==> config.mk <==
export PLATFORM = sky130hd
export DESIGN_NAME = fetch_ctrl
export DESIGN_NICKNAME = d
export VERILOG_FILES = /design/src/rtl/fetch_defs.sv /design/src/rtl/fetch_buf.sv /design/src/rtl/fetch_ctrl.sv
export SDC_FILE = /design/constraint.sdc
export NUM_CORES = 1
export LEC_CHECK = 0
export ABC_CLOCK_PERIOD_IN_PS = 15500
export BUFFER_PORTS_ARGS = -buffer_cell sky130_fd_sc_hd__buf_2
export CAP_MARGIN = 20
export CORE_MARGIN = 2
export CORE_UTILIZATION = 56
export DETAILED_ROUTE_END_ITERATION = 8
export GPL_ROUTABILITY_DRIVEN = 0
export GPL_TIMING_DRIVEN = 0
export PLACE_DENSITY = 0.85
export REMOVE_ABC_BUFFERS = 1
export SLEW_MARGIN = 30
export SYNTH_ARGS = -nofsm -noshare
export SYNTH_HDL_FRONTEND = slang
export SYNTH_SLANG_ARGS = --single-unit
export TNS_END_PERCENT = 5
==> constraint.sdc <==
create_clock -name clk -period 15.5 [get_ports clk]
set_clock_uncertainty 0.2 [all_clocks]
set_input_delay 3.1 -clock clk [delete_from_list [all_inputs] [get_ports clk]]
set_output_delay 3.1 -clock clk [all_outputs]
set_load 0.05 [all_outputs]
==> src/rtl/fetch_defs.sv <==
// Shared definitions for the instruction-fetch sequencer: FSM encoding,
// datapath widths and the PC step.
package fetch_defs;

  typedef enum logic [1:0] {
    ST_IDLE   = 2'd0,
    ST_RUN    = 2'd1,
    ST_HALTED = 2'd2,
    ST_FAULT  = 2'd3
  } fetch_state_e;

  localparam int          INST_W = 32;
  localparam logic [31:0] PC_INC = 32'd4;

  function automatic logic is_word_aligned(input logic [1:0] lsb);
    return lsb == 2'b00;
  endfunction

endpackage

==> src/rtl/fetch_buf.sv <==
// Two-entry FIFO holding {pc, instruction} pairs between fetch and decode.
// Flush empties it in one edge and overrides any push or pop.
module fetch_buf
  import fetch_defs::*;
(
  input  logic              clk,
  input  logic              rst_n,
  input  logic              i_push,
  input  logic              i_pop,
  input  logic              i_flush,
  input  logic [31:0]       i_pc,
  input  logic [INST_W-1:0] i_inst,
  output logic              o_valid,
  output logic [31:0]       o_pc,
  output logic [INST_W-1:0] o_inst,
  output logic [1:0]        o_count
);

  logic [31:0]       r_pc_q   [2];
  logic [INST_W-1:0] r_inst_q [2];
  logic              r_wr_ptr;
  logic              r_rd_ptr;
  logic [1:0]        r_count;
  logic              w_pop;

  assign w_pop   = i_pop & (r_count != 2'd0);
  assign o_valid = (r_count != 2'd0);
  assign o_pc    = r_pc_q[r_rd_ptr];
  assign o_inst  = r_inst_q[r_rd_ptr];
  assign o_count = r_count;

  always_ff @(posedge clk) begin
    if (!rst_n) begin
      r_wr_ptr <= 1'b0;
      r_rd_ptr <= 1'b0;
      r_count  <= 2'd0;
      for (int i = 0; i < 2; i++) begin
        r_pc_q[i]   <= '0;
        r_inst_q[i] <= '0;
      end
    end else if (i_flush) begin
      r_wr_ptr <= 1'b0;
      r_rd_ptr <= 1'b0;
      r_count  <= 2'd0;
    end else begin
      if (i_push) begin
        r_pc_q[r_wr_ptr]   <= i_pc;
        r_inst_q[r_wr_ptr] <= i_inst;
        r_wr_ptr           <= ~r_wr_ptr;
      end
      if (w_pop) begin
        r_rd_ptr <= ~r_rd_ptr;
      end
      r_count <= r_count + {1'b0, i_push} - {1'b0, w_pop};
    end
  end

endmodule

==> src/rtl/fetch_ctrl.sv <==
// Fetch sequencer: owns the PC and FSM, addresses the external IM and
// feeds the returned words into a 2-entry buffer consumed by decode.
module fetch_ctrl
  import fetch_defs::*;
#(
  parameter logic [31:0] RESET_PC = 32'h0000_0000,
  parameter int          IM_AW    = 5
) (
  input  logic              clk,
  input  logic              rst_n,
  output logic [IM_AW-1:0]  addresIM,
  input  logic [INST_W-1:0] im_inst,
  input  logic              jump,
  input  logic [31:0]       jump_target,
  input  logic              branch_taken,
  input  logic [31:0]       branch_target,
  input  logic              halt,
  output logic              out_valid,
  input  logic              out_ready,
  output logic [INST_W-1:0] out_inst,
  output logic [31:0]       out_pc,
  output logic              halted,
  output logic              fault
);

  fetch_state_e r_state;
  fetch_state_e w_state_next;
  logic [31:0]  r_pc;
  logic [31:0]  w_pc_next;
  logic [31:0]  w_target;
  logic         w_redirect;
  logic         w_push;
  logic         w_pop;
  logic         w_flush;
  logic         w_buf_valid;
  logic [1:0]   w_count;

  assign addresIM   = r_pc[IM_AW+1:2];
  assign w_redirect = jump | branch_taken;
  assign w_target   = jump ? jump_target : branch_target;
  assign w_pop      = w_buf_valid & out_ready;
  assign out_valid  = w_buf_valid & (r_state != ST_FAULT);
  assign halted     = (r_state == ST_HALTED);
  assign fault      = (r_state == ST_FAULT);

  // Priority inside RUN/HALTED: redirect (faulting or not) > halt > push.
  always_comb begin
    w_state_next = r_state;
    w_pc_next    = r_pc;
    w_push       = 1'b0;
    w_flush      = 1'b0;
    case (r_state)
      ST_IDLE: w_state_next = ST_RUN;
      ST_RUN, ST_HALTED: begin
        if (w_redirect) begin
          w_flush = 1'b1;
          if (!is_word_aligned(w_target[1:0])) begin
            w_state_next = ST_FAULT;
          end else begin
            w_pc_next = w_target;
          end
        end else if (r_state == ST_HALTED) begin
          if (!halt) w_state_next = ST_RUN;
        end else if (halt) begin
          w_state_next = ST_HALTED;
        end else if ((w_count < 2'd2) || w_pop) begin
          w_push    = 1'b1;
          w_pc_next = r_pc + PC_INC;
        end
      end
      ST_FAULT: w_state_next = ST_FAULT;
      default:  w_state_next = ST_IDLE;
    endcase
  end

  always_ff @(posedge clk) begin
    if (!rst_n) begin
      r_state <= ST_IDLE;
      r_pc    <= RESET_PC;
    end else begin
      r_state <= w_state_next;
      r_pc    <= w_pc_next;
    end
  end

  fetch_buf u_buf (
    .clk     (clk),
    .rst_n   (rst_n),
    .i_push  (w_push),
    .i_pop   (w_pop),
    .i_flush (w_flush),
    .i_pc    (r_pc),
    .i_inst  (im_inst),
    .o_valid (w_buf_valid),
    .o_pc    (out_pc),
    .o_inst  (out_inst),
    .o_count (w_count)
  );

endmodule

Word-level counts from Yosys, hierarchy flattened

Memories as Yosys holds them, arrays and structs flattened. A register that Yosys moved wholly into a read port is not among the register bits.
Cells that the tools add are included.

Input port bits: 102
Memory bits (writable): 128
Word-level logic and storage cells: 73
Register bits after elaboration: 38
Memories kept: 2

Magnitude comparators: 1
Add/sub/neg operators: 3
Bitwise gates (word level): 7
Mux-type cells: 34
Reduce and logical (&&, ||, !) cells: 11
Equality and inequality tests: 10

Memories:

| name           | depth | width | read ports | clocked after memory_dff | write ports | line            | text |
|---|---|---|---|---|---|---|---|
| u_buf.r_inst_q | 2     | 32    | 1          | 1                        | 2           | fetch_buf.sv:20 | `logic [INST_W-1:0] r_inst_q [2];` |
| u_buf.r_pc_q   | 2     | 32    | 1          | 1                        | 2           | fetch_buf.sv:19 | `logic [31:0] r_pc_q [2];` |

Operators with widths:

| kind                    | count |
|---|---|
| $mux W32                | 8 |
| $reduce_or A32 Y1       | 2 |
| $add A32 B3 Y32 const B | 1 |
| $mux W1                 | 20 |
| $mux W2                 | 5 |
| $ne A4 B4 Y1 const B    | 2 |
| $ne A2 B1 Y1 const B    | 3 |
| $pmux W2 S3             | 1 |
| $reduce_and A5 Y1       | 1 |
| $eq A2 B2 Y1 const B    | 2 |
| $logic_not A2 Y1        | 2 |
| $reduce_bool A2 Y1      | 2 |
| $reduce_or A2 Y1        | 2 |
| $and A1 B1 Y1           | 3 |
| $ne A3 B3 Y1 const B    | 1 |
| $not A1 Y1              | 3 |
| $reduce_and A3 Y1       | 1 |
| $add A2 B1 Y2           | 1 |
| $eq A2 B1 Y1 const B    | 1 |
| $lt A2 B2 Y1 const B    | 1 |
| $ne A2 B2 Y1 const B    | 1 |
| $sub A2 B1 Y2           | 1 |
| $logic_or A1 B1 Y1      | 1 |
| $or A1 B1 Y1            | 1 |

Depth between registers and ports, before layout

Gate-level depths: netlist of run 1.

Word-level depth: 14
Mapped depth: 11

By module

A second synthesis of run 1 with hierarchy kept.

Cell total of the unflattened synthesis: 752
Area total of the unflattened synthesis: 8603.3 sq um

Modules (own cells, without submodules):

| module     | times used | area an instance (sq um) | cells each | sequential area each (sq um) |
|---|---|---|---|---|
| fetch_buf  | 1          | 5938.2                   | 382        | 3943.8 |
| fetch_ctrl | 1          | 2665.1                   | 370        | 680.7 |

Worst setup path before layout of run 1

No wires, ideal clock.

Kind: input -> register
Start point: in branch_taken
End point: mem u_buf.r_inst_q[0][0], enable pin
Data arrival time: 8.446 ns
Stages on the path: 6
Setup time: 0.575 ns
Slack: 6.279 ns
Path buffers: 2
Cell sequence: or2_1 buf_6 a21oi_4 nand3_1 clkbuf_1 o21ai_0

RTL lines:

| what            | line             | text |
|---|---|---|
| start, declared | fetch_ctrl.sv:15 | `input logic branch_taken,` |
| end, declared   | fetch_buf.sv:20  |  |

==> results of run 1 <==
## power by group
part	internal [uW]	switching, uW	leakage [uW]
sequential	510	25.3	0.00164
combinational	71.8	143	0.00216
clock	288	165	0.000304
total	870	334	0.00411
## Yosys cell counts (4+ instances only)
cell type  count
and2_1       125
a21oi_1       33
dfxtp_1       39
nand2_1       38
nor4_1         9
and3_1         6
mux2_2        64
a31oi_1       10
nor2_1        24
mux2i_1        5
a22oi_1        7
nor3_1         8
buf_6          4
edfxtp_1     128
o31ai_1        5
ha_1           7
buf_2          5
clkbuf_1      39
o21ai_1        5
nand4_1        8
inv_1         19
o21ai_0       18
a22o_1         7
nor2b_1        4
o221a_1        7
nand3_1       17
xnor2_1        4
buf_4          5
o221ai_1       5
## cell usage in the layout (no fill, tap or decap), types with 10 or more instances in the layout
cell / n
o21ai_0: 16
inv_1: 19
clkbuf_16: 17
dfxtp_1: 38
edfxtp_1: 128
and2_1: 125
mux2_2: 64
a31oi_1: 10
nand2_1: 38
nand3_1: 17
nor2_1: 23
a21oi_1: 33
buf_2: 173
## worst register-to-register path, cell delays in order, from the launching register on
cell and delay [ps]:
dfxtp_1 390, inv_1 80, ha_1 280, nor2_1 280, nand3_1 550, o21ai_4 770
buf_16 250, buf_8 190, buf_16 190
## metrics by stage
stage	hold slack [ps]	total power, uW	setup slack (ps)
final	291	1200	9030
after global routing	306	1240	8840
after CTS	288	1210	8920
after detailed placement	280	758	8480
after global placement	272	745	2590
after floorplan	258	684	6050
## final cells by class
cell class	instances	area, um^2
sequential	167	4630
fill	1088	4400
multi-input combinational	477	3410
timing repair buffer	188	1170
clock buffer	21	450
tap	184	230
clock inverter	10	176
inverter	19	71.3
## how the worst max path moves through the flow
stage	startpoint	endpoint	slack, ps	depth (start not counted)
floorplan	branch_taken	u_buf.r_inst_q[0][0]$_SDFFCE_PN0P_	6050	4
global placement	jump	u_buf.r_inst_q[0][26]$_SDFFCE_PN0P_	2590	5
detailed placement	jump	u_buf.r_inst_q[0][26]$_SDFFCE_PN0P_	8480	8
CTS	jump	u_buf.r_inst_q[0][7]$_SDFFCE_PN0P_	8920	8
global route	jump	u_buf.r_inst_q[0][7]$_SDFFCE_PN0P_	8840	8
finish	jump	u_buf.r_inst_q[0][7]$_SDFFCE_PN0P_	9030	8
## cells by family (layout without fill, tap and decap cells)
kind of cell,count (synthesis),in the layout
and+or+nand+nor,264,264
DFF,167,167
AOI/OAI and AO/OA,131,131
buffers and inverters,77,238
muxes,69,69
adders and majority gates,7,7
xor gates and xnor gates,6,6
## per-layer routing
metal	wire length, um	up-vias	share of wire	GRT usage
met5	0	-	0	0
met4	557	0	0.028	0.120
met3	1440	50	0.072	0.0433
met1	8100	3029	0.40	0.334
met2	9910	333	0.50	0.432
li1	-	2937	-	-
## state kept, by name, summed over array words and instances, names as in the netlist, named ones only
register        count
u_buf.r_pc_q       64
u_buf.r_rd_ptr      1
u_buf.o_count       2
r_pc               32
r_state             2
u_buf.r_wr_ptr      1
u_buf.r_inst_q     64
==> key figures, run 1 <==
Clock network
  – Max clock buf depth: 2
  – Hold_buf cts: 0
  – Worst-skew pair later-pin latency: ~420 ps
  – H-tree levels: 4
  – Post-CTS Setup Inserts: 0
  – Worst-path clk slew: 60 ps
  – PostCTS Resize Cnt: 0
  – Clk sink count: 167
  – Root Driver: clkbuf_16
  – Clock tree from TritonCTS: done
  – CTS Buf Count: 17

Synth
  – Distinct cell type count after synthesis: slightly below 70
  – Yosys reg bits: between 150 and 200
  – Ys Warns: 0
  – Post-synth EDFFs: approximately 130
  – Most used DFF post-synth: edfxtp_1
  – Synth Area in Simple Gates: 0.181
  – Synth Area in Compound Gates: 0.109
  – Mapped Cells: 721
  – Post-synthesis mux area share: 0.0922
  – Synth Area in XOR/XNOR: 0.00629
  – Top post-synthesis cells by area: edfxtp_1, and2_1, dfxtp_1
  – Async set-reset flop share out of synthesis: 0
  – Synth Area in Adders: 0.0105
  – Mapped Area: between 8000 and 9000 um^2
  – Largest family of logic cells by synthesized area: simple AND/OR/NAND/NOR gates
  – Post-synthesis sequential area ratio: 0.553
  – Synth area leader: edfxtp_1
  – Syn Area/Cell: roughly 12 um^2
  – Top cell type's share of synthesized area: 0.460

Setup path
  – RR Endpoint: u_buf.r_inst_q[0][7]$_SDFFCE_PN0P_
  – CP peak stage delay: 770 ps
  – CP Capture Type: register
  – Worst EP required: 15430 ps
  – Worst Reg-to-Reg Cells: 8
  – Setup CP Type: input pin to register
  – Crit path buf inv count: 4
  – Crit-path cells: buf_2, or2_2, a21oi_4, nand3_1, o21ai_4, buf_16, buf_8, buf_16
  – R2R setup slack: 12010 ps
  – Critical Path AT: roughly 6400 ps
  – Crit-path slowest cell: o21ai_4
  – CP startpoint kind: input pin
  – CP max FO: just over 50
  – Top delay family on crit path: simple AND/OR/NAND/NOR gates
  – Reg-to-reg startpoint: r_state[0]$_SDFFE_PN0P_
  – Worst path most repeated cell: buf_16

Pwr
  – Pwr per Cell Area: 119 nW/um^2
  – Leak Pwr: ~0.0041 uW
  – Peak VDD IR: a little over 0.00009 V

Die
  – Row cnt: 44
  – Die Footprint: 15900 um^2
  – Starting Density: 0.575
  – Ports: approximately 170
  – Die width: approximately 130 um
  – Core Region: 14500 um^2
  – Die H: 126 um

Route
  – Post-route DRC: 0
  – DR pass1 iterations: 6
  – Final wirelength: 20000 um
  – Via density: approximately 6.0
  – DRT iter0 DRCs: a little under 800
  – ANT nets after route: 0
  – Routed length per instance: between 15 and 20 um
  – DR vias: 6349

Layout
  – Final cell count without fillers: about 1.1k
  – Design Area, Final: around 10000 um^2
  – Layout cells sized above 1: 0.341
  – Nets@finish: between 900 and 1k
  – N_diodes: 0
  – Synth-to-layout area growth: 21.3%
  – Core Util, Final: 0.697

Min path
  – Hold-critical path depth: 1
  – Sink of the worst hold path: r_pc[1]$_SDFFE_PN0P_
  – Hold path startpoint: r_pc[1]$_SDFFE_PN0P_
  – Worst hold path type: register to register

Status
  – Status: complete, no violations

Timing
  – Max_slew headroom: 0.375
  – Post-route clock period utilization: 0.418
  – Slew Viols, Final: 0
  – # setup viols final: 0
  – Max Clk Rate: between 150 and 200 MHz
  – Setup TNS: 0 ps
  – Min cycle time layout: 6470 ps
  – RSZ-0062 raised after global routing: no
  – Hold Vio Cnt, Final: 0
  – Worst-margin pin slew: a little over 900 ps

Run
  – Max-cap violations: 0

Placement
  – Placed Instance Area: roughly 9500 um^2
  – Detailed Place HPWL: between 10000 and 15000 um
  – Dpl cells: approximately 1.0k
  – Port Buf Inserts: between 150 and 200

Global routing
  – First-pass GRT wire length: 32300 um
  – Total Routing Usage GR: 0.259
  – Grt ovf: 0
  – Initial antenna violation count: 0
  – Largest net degree at the start of global routing: 52
  – Vias in the first global route: between 6k and 7k
Power figures use the tool's default switching activity.
==> inputs of run 2 (changes only) <==
- ABC_CLOCK_PERIOD_IN_PS: 15500 -> 6500
- CORE_UTILIZATION: 56 -> 55
- PLACE_DENSITY: 0.85 -> 0.84
- clock period: 15.5 -> 6.5 ns (I/O delays scaled with it)
==> key figures, run 2 (synthesis gave the netlist of run 1 again) <==
Clock network
  – Max clock buf depth: 2 (unchanged)
  – Worst-skew pair later-pin latency: 430 ps (about the same)
  – Clk sink count: 167 (unchanged)
  – Worst-path clk slew: 60 ps (about the same)
  – CTS Buf Count: 17 (unchanged)
  – Post-CTS Setup Inserts: 0 (unchanged)
  – PostCTS Resize Cnt: 0 (unchanged)
  – Clock tree from TritonCTS: done
  – Root Driver: clkbuf_16
  – Hold_buf cts: 0 (unchanged)
  – H-tree levels: 4 (unchanged)

Die
  – Die H: 127 um (+0.88%)
  – Row cnt: 45 (+2.3%)
  – Ports: 174 (unchanged)
  – Core Region: 15000 um^2 (+3.4%)
  – Starting Density: 0.556 (-0.0191)
  – Die width: 127 um (+0.88%)
  – Die Footprint: 16200 um^2 (+1.8%)

Setup path
  – Crit-path slowest cell: or2_2
  – Worst EP required: 6430 ps (-9000 ps)
  – CP peak stage delay: 680 ps (-90 ps)
  – Worst path most repeated cell: buf_16
  – Crit-path cells: buf_2, or2_2, a21oi_4, nand3_1, o21ai_4, buf_16, buf_16, buf_16, buf_8
  – CP max FO: 51 (unchanged)
  – Setup CP Type: input pin to register
  – CP Capture Type: register
  – CP startpoint kind: input pin
  – Critical Path AT: 4560 ps (-1840 ps)

Layout
  – Core Util, Final: 0.674 (-0.0233)
  – Multi-input logic area: 3410 um^2 (unchanged)
  – N_diodes: 0 (unchanged)
  – Layout cells sized above 1: 0.342 (+0.00110)
  – Synth-to-layout area growth: 21.3% (about the same)
  – Register Area: 4630 um^2 (unchanged)
  – Most frequent cells in the layout: buf_2, edfxtp_1, and2_1, mux2_2
  – Most common cell after layout, fill and taps aside: buf_2
  – Largest registers: u_buf.r_inst_q x64, u_buf.r_pc_q x64, r_pc x32
  – Filler instances: 1098 (+0.92%)
  – Nets@finish: 981 (+0.20%)

Status
  – Status: complete, no violations

Route
  – DRT met1 WL: 8070 um (-0.38%)
  – DR pass1 iterations: 5 (-1)
  – Routed length per instance: 18.1 um (-3.5%)
  – Met2 WL: 9440 um (-4.7%)
  – Post-route DRC: 0 (unchanged)
  – DR vias: 6218 (-2.1%)
  – Met3 wire len: 1450 um (+0.97%)
  – ANT nets after route: 0 (unchanged)
  – DRT iter0 DRCs: 634 (-20%)
  – Highest routed metal layer: met4
  – Final wirelength: 19400 um (-2.9%)
  – Via density: 5.79 (-2.7%)

Timing
  – Worst-margin pin slew: 957 ps (+21.3 ps)
  – Max Clk Rate: 216 MHz
  – # setup viols final: 0 (unchanged)
  – Hold Vio Cnt, Final: 0 (unchanged)
  – Setup TNS: 0 ps (unchanged)
  – RSZ-0062 raised after global routing: no
  – Max_slew headroom: 0.362 (-0.0135)
  – Post-route clock period utilization: 0.712
  – Slew Viols, Final: 0 (unchanged)
  – Min cycle time layout: approximately 4600 ps
  – Smallest hold slack: 303 ps (+12.7 ps)

Pwr
  – Peak VDD IR: 0.000203 V (+120%)
  – Pwr per Cell Area: 276 nW/um^2 (+130%)
  – Leak Pwr: 0.00410 uW (-0.10%)
  – Pwr Total: 2790 uW (+130%)

Global routing
  – Total Routing Usage GR: 0.240 (-0.0193)
  – Largest net degree at the start of global routing: 52 (unchanged)
  – Vias in the first global route: 5850 (-6.7%)
  – Initial antenna violation count: 0 (unchanged)
  – First-pass GRT wire length: 30100 um (-7.0%)
  – Grt ovf: 0 (unchanged)

Min path
  – Worst hold path type: register to register

Placement
  – Detailed Place HPWL: 13200 um (-2.8%)
  – Port Buf Inserts: 173 (unchanged)

Run
  – Max-cap violations: 0 (unchanged)
-- run 2: path summary, 6_finish.rpt --
check	from	endpoint	slack, ps	cells past startpoint
min	r_pc[1]$_SDFFE_PN0P_	r_pc[1]$_SDFFE_PN0P_	300	1
max reg2reg	r_state[0]$_SDFFE_PN0P_	u_buf.r_inst_q[0][20]$_SDFFCE_PN0P_	3060	9
min reg2reg	r_pc[1]$_SDFFE_PN0P_	r_pc[1]$_SDFFE_PN0P_	300	1
max	jump	u_buf.r_inst_q[0][20]$_SDFFCE_PN0P_	1870	9
-- run 2: report_power, final --
part           switching [uW]  internal, uW  leakage [uW]
Sequential               60.9          1220       0.00164
Clock                     391           610      0.000281
Combinational             340           175       0.00218
-- run 2: cell type report --
cell class,count,share of cell area
inverter,19,0.00704
clock inverter,10,0.0127
tap,188,0.0232
multi-input combinational,477,0.336
timing repair buffer,190,0.119
clock buffer,22,0.0448
sequential,167,0.457
-- run 2: worst max-delay path: cells and delay by family --
kind	cells	cell delay (ps)
AND/OR/NAND/NOR	2	1180
buffers and inverters	5	1120
AO/OA/AOI/OAI	2	900
-- run 2: routing by layer --
| metal | up-vias | global-route usage |
|---|---|---|
| met5 | - | 0 |
| met4 | 0 | 0.0937 |
| met3 | 44 | 0.0498 |
| met2 | 302 | 0.405 |
| met1 | 2927 | 0.306 |
| li1 | 2945 | - |
-- run 2: stage by stage --
stage	worst slack, ps	std cells	instance area (um^2)
after floorplan	-1150	663	8040
after global placement	-4580	1024	9140
after detailed placement	1490	1041	9550
after CTS	1950	1073	10100
after global routing	1690	1073	10100
final	1870	1073	10100
